File: src/rtl/erasure_decode_sequencer.sv
// Erasure-decode sequencer: scans a 10-bit erasure mask, launches the (10,8) RS
// erasure engine and returns a status. Optional statistics under ERASURE_STAT_EN.
module erasure_decode_sequencer #(
  parameter int N_SYM       = 10,
  parameter int LOC_W       = 4,
  parameter int TIMEOUT_CYC = 64
) (
  input  logic             clk,
  input  logic             rstn,
  input  logic             in_valid,
  output logic             in_ready,
  input  logic [N_SYM-1:0] in_mask,
  output logic             eng_start,
  output logic [1:0]       eng_mode,
  output logic [LOC_W-1:0] eng_first_loc,
  output logic [LOC_W-1:0] eng_second_loc,
  input  logic             eng_done,
  input  logic             eng_uncorr,
  output logic             out_valid,
  output logic [1:0]       out_status,
  input  logic             out_ready
`ifdef ERASURE_STAT_EN
  ,
  output logic [15:0]      stat_ce_cnt,
  output logic [15:0]      stat_due_cnt
`endif
);

  localparam int WD_W = (TIMEOUT_CYC > 2) ? $clog2(TIMEOUT_CYC) : 1;

  localparam logic [2:0] S_IDLE  = 3'd0;
  localparam logic [2:0] S_SCAN  = 3'd1;
  localparam logic [2:0] S_ISSUE = 3'd2;
  localparam logic [2:0] S_WAIT  = 3'd3;
  localparam logic [2:0] S_RESP  = 3'd4;

  localparam logic [1:0] ST_CLEAN   = 2'b00;
  localparam logic [1:0] ST_CORR    = 2'b01;
  localparam logic [1:0] ST_DUE     = 2'b10;
  localparam logic [1:0] ST_TIMEOUT = 2'b11;

  logic [2:0]       state_q, state_d;
  logic [N_SYM-1:0] mask_q, mask_d;
  logic [LOC_W-1:0] idx_q, idx_d;
  logic [1:0]       cnt_q, cnt_d;
  logic [LOC_W-1:0] first_q, first_d;
  logic [LOC_W-1:0] second_q, second_d;
  logic [1:0]       status_q, status_d;
  logic [WD_W-1:0]  wd_q, wd_d;

  logic [LOC_W-1:0] scan_loc;
  logic             scan_hit;
  logic             third_hit;
  logic             launched;

  // Mask bit 9 is location 0, so the scan walks idx downward from 9.
  assign scan_loc  = LOC_W'(N_SYM - 1) - idx_q;
  assign scan_hit  = mask_q[idx_q];
  assign third_hit = scan_hit && (cnt_q == 2'd2);

  always_comb begin
    state_d  = state_q;
    mask_d   = mask_q;
    idx_d    = idx_q;
    cnt_d    = cnt_q;
    first_d  = first_q;
    second_d = second_q;
    status_d = status_q;
    wd_d     = wd_q;
    case (state_q)
      S_IDLE: begin
        if (in_valid) begin
          mask_d   = in_mask;
          cnt_d    = 2'd0;
          first_d  = '0;
          second_d = '0;
          idx_d    = LOC_W'(N_SYM - 1);
          state_d  = S_SCAN;
        end
      end
      S_SCAN: begin
        if (scan_hit) begin
          case (cnt_q)
            2'd0: begin
              first_d = scan_loc;
              cnt_d   = 2'd1;
            end
            2'd1: begin
              second_d = scan_loc;
              cnt_d    = 2'd2;
            end
            default: begin
              cnt_d    = 2'd3;
              status_d = ST_DUE;
              state_d  = S_RESP;
            end
          endcase
        end
        if (!third_hit) begin
          if (idx_q == '0) begin
            state_d = S_ISSUE;
          end else begin
            idx_d = idx_q - 1'b1;
          end
        end
      end
      S_ISSUE: begin
        wd_d    = '0;
        state_d = S_WAIT;
      end
      S_WAIT: begin
        // A completion in the final watchdog cycle still wins over the timeout.
        if (eng_done) begin
          if (eng_uncorr)          status_d = ST_DUE;
          else if (cnt_q == 2'd0)  status_d = ST_CLEAN;
          else                     status_d = ST_CORR;
          state_d = S_RESP;
        end else if (wd_q == WD_W'(TIMEOUT_CYC - 1)) begin
          status_d = ST_TIMEOUT;
          state_d  = S_RESP;
        end else begin
          wd_d = wd_q + 1'b1;
        end
      end
      S_RESP: begin
        if (out_ready) state_d = S_IDLE;
      end
      default: state_d = S_IDLE;
    endcase
  end

  always_ff @(posedge clk or negedge rstn) begin
    if (!rstn) begin
      state_q  <= S_IDLE;
      mask_q   <= '0;
      idx_q    <= '0;
      cnt_q    <= '0;
      first_q  <= '0;
      second_q <= '0;
      status_q <= '0;
      wd_q     <= '0;
    end else begin
      state_q  <= state_d;
      mask_q   <= mask_d;
      idx_q    <= idx_d;
      cnt_q    <= cnt_d;
      first_q  <= first_d;
      second_q <= second_d;
      status_q <= status_d;
      wd_q     <= wd_d;
    end
  end

  // Engine fields stay valid from launch until the response leaves; an aborted
  // request never launched, so its fields stay zero.
  assign launched       = (state_q == S_ISSUE) || (state_q == S_WAIT) ||
                          ((state_q == S_RESP) && (cnt_q != 2'd3));
  assign in_ready       = (state_q == S_IDLE);
  assign eng_start      = (state_q == S_ISSUE);
  assign eng_mode       = launched ? cnt_q : 2'b00;
  assign eng_first_loc  = launched ? first_q : '0;
  assign eng_second_loc = launched ? second_q : '0;
  assign out_valid      = (state_q == S_RESP);
  assign out_status     = (state_q == S_RESP) ? status_q : 2'b00;

`ifdef ERASURE_STAT_EN
  logic [15:0] ce_q, ce_d;
  logic [15:0] due_q, due_d;
  logic        resp_hs;

  assign resp_hs = (state_q == S_RESP) && out_ready;

  always_comb begin
    ce_d  = ce_q;
    due_d = due_q;
    if (resp_hs && (status_q == ST_CORR) && (ce_q != 16'hFFFF))
      ce_d = ce_q + 16'd1;
    if (resp_hs && ((status_q == ST_DUE) || (status_q == ST_TIMEOUT)) && (due_q != 16'hFFFF))
      due_d = due_q + 16'd1;
  end

  always_ff @(posedge clk or negedge rstn) begin
    if (!rstn) begin
      ce_q  <= '0;
      due_q <= '0;
    end else begin
      ce_q  <= ce_d;
      due_q <= due_d;
    end
  end

  assign stat_ce_cnt  = ce_q;
  assign stat_due_cnt = due_q;
`endif

endmodule

File: config.mk
export PLATFORM = sky130hd
export DESIGN_NAME = erasure_decode_sequencer
export DESIGN_NICKNAME = d
export VERILOG_FILES = /design/src/rtl/erasure_decode_sequencer.sv
export SDC_FILE = /design/constraint.sdc
export NUM_CORES = 1
export LEC_CHECK = 0
export BUFFER_PORTS_ARGS = -buffer_cell sky130_fd_sc_hd__clkbuf_2
export CORE_MARGIN = 5
export CORE_UTILIZATION = 30
export CTS_CLUSTER_SIZE = 28
export DETAILED_ROUTE_END_ITERATION = 6
export GPL_ROUTABILITY_DRIVEN = 0
export PLACE_DENSITY = 0.52
export SETUP_SLACK_MARGIN = 0.2
export SYNTH_ARGS = -nofsm -noshare
export SYNTH_HDL_FRONTEND = slang
export SYNTH_SLANG_ARGS = --single-unit
export TNS_END_PERCENT = 50
File: constraint.sdc
create_clock -name clk -period 2.8 [get_ports clk]
set_clock_uncertainty 0.1 [all_clocks]
set_input_delay 0.28 -clock clk [delete_from_list [all_inputs] [get_ports clk]]
set_output_delay 0.28 -clock clk [all_outputs]
set_load 0.05 [all_outputs]
==> key figures <==
Outcome
  – Run status: finished, final reports clean

Die
  – Site row count: 29
  – Horizontal die dimension: 90.2 microns
  – Die outline height: 90.2 microns
  – Top Ports: 31
  – Effective utilization at floorplan: 30.6%
  – Area of the core: ~0.0063 sq mm
  – Die area: 0.00814 sq mm

Timing
  – Headroom to the max-slew limit: roughly two fifths
  – Count of final hold-check violations: 0
  – Highest Clock Rate: between 0.4 and 0.5 GHz
  – Time the final worst path needs with I/O delays and setup: 2.28 ns
  – Slew of the pin with the lowest slew margin: between 0.8 and 0.9 ns
  – Unrepaired setup endpoints after global routing: no
  – Final period util: 81.3%
  – Final-report setup violation count: 0
  – Total negative setup slack: 0 ns
  – Max-slew violation total from the final report: 0

Clock network
  – Total of hold buffers inserted after clock tree synthesis: 0
  – Clock tree root buffer cell: sky130_fd_sc_hd__clkbuf_8
  – Clock tree from TritonCTS: built
  – Clock Sinks: 35
  – Worst-Skew Late Latency: 0.29 ns
  – Register clock-pin slew on the reported worst setup and hold paths: 0.07 ns
  – Number of buffers created by CTS: 5
  – CTS Buffer Depth: 2
  – H-tree depth: 2

Routing
  – Highest metal layer used by the detailed router: met4
  – Total Wirelength: ~4100 microns
  – First-pass detailed-route iteration total: 4
  – Post-route ant nets: 0
  – Ratio of routed vias to standard cells: 4.97
  – M1 WL: just under 2000 microns
  – Starting DRT DRC Count: 45
  – WL per Instance: 13.8 microns
  – Routed vias: between 1000 and 1500
  – DRC violations left: 0
  – Amount of wire on met2 after detailed routing: 1860 microns
  – Wire length on met3: 190 microns

Global routing
  – Total global-route track usage: 10.6%
  – Global-route wire length before repair: between 7000 and 8000 microns
  – Grt ovf: 0
  – Initial antenna violation count: 0
  – Pin count of the biggest net entering global routing: 36
  – Number of global-route vias before repair: 1503

Min path
  – Hold crit path type: in2async

Critical path
  – Cell at the slowest stage of the critical path: sky130_fd_sc_hd__dfrtp_1
  – Required time at the endpoint of the critical path: around 2.4 ns
  – Critical path endpoint category: output pin
  – Setup CP Type: reg2out
  – Crit path max fanout: 15
  – Worst Reg-to-Reg Cells: 5
  – Startpoint kind of the worst setup timing path: register
  – Arrival time of data at the critical path endpoint: about 1.9 ns
  – Critical path cell sequence: nor3b_2 > a21oi_2 > nor2b_1 > clkbuf_2
  – Slowest Stage Delay on Critical Path: 0.55 ns

Cells and area
  – Synthesis-to-layout area growth: 15.8%
  – Antenna Cells: 0
  – Fill cells: 671
  – Count of nets after finishing: 237
  – Finished Cell Area: 0.00224 sq mm
  – Share of cells above drive strength 1: roughly 25%

Power
  – P_leak: around 1.0 nW
  – Peak supply drop: 385 uV
  – Power per Cell Area: 1110 mW/mm^2

Synth
  – Number of flops mapped to enable cells by yosys: 0
  – Synth async-reset ratio: 100%
  – Yosys top cell area share: 45.4%
  – Post-synthesis cell count: 189
  – Warnings from Yosys: 0
  – Most area-hungry cell type in the Yosys netlist: sky130_fd_sc_hd__dfrtp_1
  – Post-synthesis register bit count: 35
  – Cells taking the most area after synthesis: sky130_fd_sc_hd__dfrtp_1 (45%), sky130_fd_sc_hd__mux2_2 (7.0%), sky130_fd_sc_hd__mux2i_1 (6.7%), sky130_fd_sc_hd__nand2_1 (4.9%), sky130_fd_sc_hd__nor2b_1 (4.5%)
  – Post-synth top cells: sky130_fd_sc_hd__dfrtp_1 (35), sky130_fd_sc_hd__nand2_1 (25), sky130_fd_sc_hd__nor2b_1 (14)
  – Post-synthesis area per instance: 10.2 sq um
  – Cell with the most instances after synthesis: sky130_fd_sc_hd__dfrtp_1
  – Syn Std Cell Area: around 0.0019 sq mm
  – Flip-flop cell with the highest count after synthesis: sky130_fd_sc_hd__dfrtp_1
  – Yosys cell types: 43
  – Net count of the mapped netlist: 208
  – Part of the Yosys area used for sequential elements: 45.4%

Placed design
  – Port-buffer cells: 30
  – DP HPWL: ~3000 microns
  – Placed instance area: 0.00215 sq mm

Flow run
  – Max-Cap Viols: 0
metal layers:
metal  global-route usage (%)  vias to the layer above
met1                     14.0                      704
met2                     16.3                       30
met5                        0                        -
met3                     3.34                        6
met4                     4.09                        0
li1                         -                      732
critical path, delay by kind of cell (launching register included):
kind / cells / cell delay (ns)
AOI/OAI and AO/OA: 1 / 0.20
and+or+nand+nor: 2 / 0.56
DFF: 1 / 0.55
buffers and inverters: 1 / 0.29
power breakdown:
group          total [mW]  internal (mW)  switching, mW  leakage, nW
Combinational        1.19          0.518          0.675        0.559
Sequential          0.947          0.722          0.225        0.424
Clock               0.346          0.174          0.171       0.0422
metrics by stage:
stage	cells	worst slack (ns)	power, mW	utilization, %	hold slack (ns)
floorplan	189	0.0553	1.90	-	-0.116
global placement	288	0.584	2.15	34.1	0.349
detailed placement	288	0.549	2.16	34.1	0.353
CTS	296	0.279	2.52	35.4	0.0421
global route	296	0.309	2.71	35.4	0.0935
finish	296	0.525	2.49	35.4	0.0000644
state kept, by name, summed over array words and instances, names as in the netlist:
name,count
wd_q,6
second_q,4
mask_q,10
first_q,4
status_q,2
cnt_q,2
idx_q,4
state_q,3
kinds of logic (layout without fill, tap and decap cells):
logic type                 count (synthesis)  count (layout)  synth area share (%)
AOI/OAI and AO/OA                         34              34                  15.0
xor gates and xnor gates                   3               3                  1.36
adders and majority gates                  3               3                  1.94
buffers and inverters                     18              48                  3.95
DFF                                       35              35                  45.4
muxes                                     25              25                  13.7
and+or+nand+nor                           71              71                  18.7
what timing repair did:
item	4_1_cts	5_1_grt
buffers inserted	0	0
setup endpoints to repair	0	10
resized for setup	0	1
placed cells by master, fill, tap and decap left out, types with 2 or more instances in the layout:
cell | synthesis | layout
sky130_fd_sc_hd__nor2b_1 | 14 | 14
sky130_fd_sc_hd__and2_1 | 3 | 3
sky130_fd_sc_hd__nand2_1 | 25 | 25
sky130_fd_sc_hd__nor2_1 | 12 | 12
sky130_fd_sc_hd__ha_1 | 3 | 3
sky130_fd_sc_hd__mux2_2 | 12 | 12
sky130_fd_sc_hd__dfrtp_1 | 35 | 35
sky130_fd_sc_hd__mux2i_1 | 13 | 13
sky130_fd_sc_hd__clkbuf_2 | 0 | 30
sky130_fd_sc_hd__xnor2_1 | 3 | 3
sky130_fd_sc_hd__a22o_1 | 5 | 5
sky130_fd_sc_hd__a21oi_1 | 3 | 2
sky130_fd_sc_hd__buf_4 | 2 | 2
sky130_fd_sc_hd__o21ai_0 | 5 | 5
sky130_fd_sc_hd__nand2b_1 | 2 | 2
sky130_fd_sc_hd__and3_1 | 2 | 2
sky130_fd_sc_hd__o41ai_1 | 2 | 2
sky130_fd_sc_hd__a31oi_1 | 3 | 3
sky130_fd_sc_hd__o21bai_1 | 2 | 2
sky130_fd_sc_hd__nand3_1 | 6 | 6
sky130_fd_sc_hd__inv_1 | 8 | 8
sky130_fd_sc_hd__clkbuf_8 | 0 | 5
sky130_fd_sc_hd__clkbuf_1 | 7 | 2
cell type report:
| cell class | instances | area, sq um | area share, % |
|---|---|---|---|
| multi-input cells | 136 | 987 | 44.2 |
| flip-flops and latches | 35 | 876 | 39.2 |
| repair buffers | 32 | 165 | 7.39 |
| well taps | 77 | 96.3 | 4.31 |
| clock buffers | 7 | 76.3 | 3.41 |
| inverters | 8 | 30.0 | 1.34 |
| clock inverters | 1 | 5.00 | 0.224 |
path summary, 6_finish.rpt:
path	from	end	slack (ns)
worst max-delay path	state_q[0]	eng_first_loc[1]	0.52
worst min-delay path	rstn	wd_q[2]	0.00006
worst max register to register	idx_q[0]	cnt_q[0]	0.53
worst min register to register	mask_q[1]	mask_q[1]	0.41
max in group asynchronous	rstn	mask_q[6]	2.05
min in group clk	in_mask[0]	mask_q[0]	0.12
(Power assumes the default switching activity.)
